===== src/rtl/pow_seq.sv =====
// pow_seq: computes base^exp (mod 2^BITS) by repeated multiplication
// on a shared combinational multiplier, with start/busy/done handshake.
//
// Ports:
//   clk, rst      clock and synchronous active-high reset
//   start         request; accepted when idle or on the done cycle
//   base, exp     operands, captured with an accepted start
//   mul_a, mul_b  operands driven to the shared multiplier
//   mul_p         multiplier product (low BITS of mul_a*mul_b)
//   busy          high while multiplying
//   done          one-cycle completion pulse
//   result        last completed result, held until the next completion
module pow_seq #(
  parameter int BITS  = 8,
  parameter int EBITS = 4
) (
  input  logic             clk,
  input  logic             rst,
  input  logic             start,
  input  logic [BITS-1:0]  base,
  input  logic [EBITS-1:0] exp,
  output logic [BITS-1:0]  mul_a,
  output logic [BITS-1:0]  mul_b,
  input  logic [BITS-1:0]  mul_p,
  output logic             busy,
  output logic             done,
  output logic [BITS-1:0]  result
);

  typedef enum logic [1:0] {
    IDLE,
    RUN,
    DONE
  } state_t;

  state_t           state;
  logic [BITS-1:0]  acc_r;
  logic [BITS-1:0]  base_r;
  logic [EBITS-1:0] cnt_r;
  logic [BITS-1:0]  res_r;

  always_ff @(posedge clk) begin
    if (rst) begin
      state  <= IDLE;
      acc_r  <= '0;
      base_r <= '0;
      cnt_r  <= '0;
      res_r  <= '0;
    end else begin
      unique case (state)
        IDLE, DONE: begin
          if (start) begin
            base_r <= base;
            acc_r  <= BITS'(1);
            cnt_r  <= exp;
            // x^0 completes immediately with no multiply
            if (exp == '0) begin
              state <= DONE;
              res_r <= BITS'(1);
            end else begin
              state <= RUN;
            end
          end else begin
            state <= IDLE;
          end
        end
        RUN: begin
          acc_r <= mul_p;
          cnt_r <= cnt_r - EBITS'(1);
          if (cnt_r == EBITS'(1)) begin
            res_r <= mul_p;
            state <= DONE;
          end
        end
        default: state <= IDLE;
      endcase
    end
  end

  assign mul_a  = acc_r;
  assign mul_b  = base_r;
  assign busy   = (state == RUN);
  assign done   = (state == DONE);
  assign result = res_r;

endmodule


===== config.mk =====
export PLATFORM = sky130hd
export DESIGN_NAME = pow_seq
export DESIGN_NICKNAME = d
export VERILOG_FILES = /design/src/rtl/pow_seq.sv
export SDC_FILE = /design/constraint.sdc
export NUM_CORES = 1
export LEC_CHECK = 0
export CAP_MARGIN = 5
export CORE_ASPECT_RATIO = 1.5
export CORE_MARGIN = 3
export CORE_UTILIZATION = 40
export CTS_BUF_LIST = sky130_fd_sc_hd__clkbuf_2
export CTS_CLUSTER_DIAMETER = 100
export DETAILED_ROUTE_END_ITERATION = 10
export PLACE_DENSITY = 0.85
export SYNTH_ARGS = -nofsm -noshare
export SYNTH_HDL_FRONTEND = slang
export SYNTH_SLANG_ARGS = --single-unit
export TNS_END_PERCENT = 20

===== constraint.sdc =====
create_clock -name clk -period 3.41 [get_ports clk]
set_input_delay 0.682 -clock clk [delete_from_list [all_inputs] [get_ports clk]]
set_output_delay 0.682 -clock clk [all_outputs]
set_load 0.05 [all_outputs]

==> impl_metrics.toml <==
[pwr]
powerDensity_nw_per_um2 = 417
ir_worst_vdd_uv = 314
p_leak_nw = 0.694

[synth]
synthTopCellsByCount = "dfxtp_1, nand2_1, a21oi_1"
netlist_area_um2 = 1290
synth.distinct_cells = 27
ys.flop_type = "dfxtp_1"
synth_top_area_share = 0.466
ys_ff_latch = 30
yosysWarnings = 0
synthesis.nets = 170
synthArstFlopShare = 0
avgSynthCellArea_um2 = 8.89
synth_cells = 145
synth_edf_count = 0
ys_seq_area_frac = 0.466
synth.most_common_cell = "dfxtp_1"
yosysTopAreaCell = "dfxtp_1"
synthTopCellsByArea = "dfxtp_1, nand2_1, a21oi_1"

[clocking]
cts_resized = 0
cts-root-buf = "clkbuf_2"
cts_sinks = 30
hold_buffers = 0
clkTransAtPathRegs_ns = 0.15
clock_path_buffers = 2
htree_levels = 2
cts_tree = "yes"
clk_latency_ns = 0.36
post_cts.repair.setup_buffers = 0
cts-buffers-inserted = 5

[flow_run]
cap_violations = 0

[sta]
slew_viol_final = 0
clock.fmax_mhz = 355
period_needed_ns = 2.82
rsz0062_at_grt = "no"
slew_headroom = 0.224
fin_tns_setup_ns = 0
finalHoldViolCount = 0
timing.final.crit_share = 0.826
tightest_slew_ns = 1.16
skew_ns = 0.0175
finalSetupViolCount = 0

[drt]
drt-vias-per-instance = 5.02
vias = 1155
wirelength_mm = 3.01
ant_nets = 0
wl_per_cell_um = 13.1
firstDrtPassIters = 4
drt_iter0_drc = 21
drc_errors = 0

[floorplanning]
dieWidth_um = 52.3
io_pins = 49
core_area_um2 = 3000
die_h_um = 75.5
dieArea_um2 = 3950
num_rows = 24
start_util = 0.429

[setup_path]
critPathKind = "reg -> out"
arrival_ns = 2.14
cp_cell_sequence = "nand2b_1 > buf_4 > inv_2 > clkdlybuf4s50_1"
endpoint_kind = "output port"
worst_setup_path_start_kind = "flip-flop"
path_max_fanout = 20
cp.required_ns = 2.73
critPathMaxStageDelay_ns = 0.87
cpMaxStageDelayCell = "clkdlybuf4s50_1"

[global_routing]
grt_usage = 0.170
antenna_found_initial = 0
grt_pass1_vias = 1103
grt_pass1_wl_mm = 5.01
overflow = 0
grt_max_degree = 38

[cells_and_area]
fin_cells = 230
antenna_cells = 0
fillers = 297
syn_to_final_growth_pct = 41.0
finalNetCount = 215
regArea_um2 = 601
fin_area_um2 = 1820
multi_input_area_um2 = 622
drive_gt1_frac = 0.0681

[placement]
numPortBuffers = 48
dp_hpwl_mm = 2.20
place_inst = 222
dpl_cell_area_um2 = 1780
gp_congestion = 0.708

[run_status]
status = "complete, no violations"

[min_path]
hold_path.class = "reg -> reg"
[registers in the layout, summed over array words and instances (netlist names)]
register	cells
state	2
mul_a	8
result	8
mul_b	8
cnt_r	4
[metrics by stage]
stage	setup slack (ns)	utilization	power, mW	hold slack (ns)
2_1_floorplan	1.72	-	0.525	0.461
3_3_place_gp	1.02	0.592	0.590	0.443
3_5_place_dp	0.987	0.592	0.598	0.452
4_1_cts	0.560	0.605	0.767	0.475
5_1_grt	0.435	0.605	0.801	0.498
6_report	0.592	0.605	0.757	0.469
[logic make-up after synthesis]
logic type               synth area share
AO/OA/AOI/OAI                       0.136
flip-flops                          0.466
multiplexers                       0.0544
adder cells (fa/ha/maj)            0.0194
AND/OR/NAND/NOR                     0.273
buffers and inverters              0.0514
[path summary, 6_finish.rpt]
path | slack, ns | start | endpoint | cells after the start
worst max-delay path | 0.59 | state[0] | busy | 4
worst min-delay path | 0.47 | mul_b[5] | mul_b[5] | 2
worst min register to register | 0.47 | mul_b[5] | mul_b[5] | 2
worst max register to register | 1.87 | cnt_r[1] | result[0] | 5
[layout by cell type (no fill, tap or decap), types with 2 or more instances in the layout]
| master | Yosys | routed |
|---|---|---|
| a21oi_1 | 17 | 17 |
| a2bb2oi_1 | 2 | 2 |
| a31oi_1 | 3 | 3 |
| clkbuf_2 | 0 | 6 |
| clkdlybuf4s50_1 | 0 | 48 |
| dfxtp_1 | 30 | 30 |
| ha_1 | 2 | 2 |
| inv_1 | 4 | 4 |
| mux2i_1 | 7 | 7 |
| nand2_1 | 24 | 24 |
| nand2b_1 | 9 | 9 |
| nand3_1 | 9 | 9 |
| nand3b_1 | 9 | 9 |
| nor2_1 | 3 | 3 |
| nor3_1 | 4 | 4 |
[critical path, delay by kind of cell (launching register included)]
family	cells	cell delay, ns
buffers and inverters	3	1.32
and+or+nand+nor	1	0.06
DFF	1	0.40
[layout make-up]
type / count / share of cell area
well taps: 39 / 0.0269
clock inverters: 2 / 0.00482
multi-input cells: 99 / 0.342
clock buffers: 6 / 0.0165
repair buffers: 49 / 0.269
flip-flops and latches: 30 / 0.331
inverters: 5 / 0.0103
[report_power, final]
group / total [mW] / internal, mW / switching, mW
sequential: 0.386 / 0.372 / 0.0141
combinational: 0.204 / 0.0844 / 0.120
clock: 0.167 / 0.0504 / 0.117
total: 0.757 / 0.506 / 0.251
[metal layers]
| metal | global-route usage | vias to the layer above | part of all wire |
|---|---|---|---|
| met3 | 0.0665 | 4 | 0.072 |
| met5 | 0 | - | 0 |
| met1 | 0.194 | 532 | 0.38 |
| li1 | - | 583 | - |
| met2 | 0.291 | 36 | 0.53 |
| met4 | 0.0511 | 0 | 0.013 |
(Power assumes the default switching activity.)
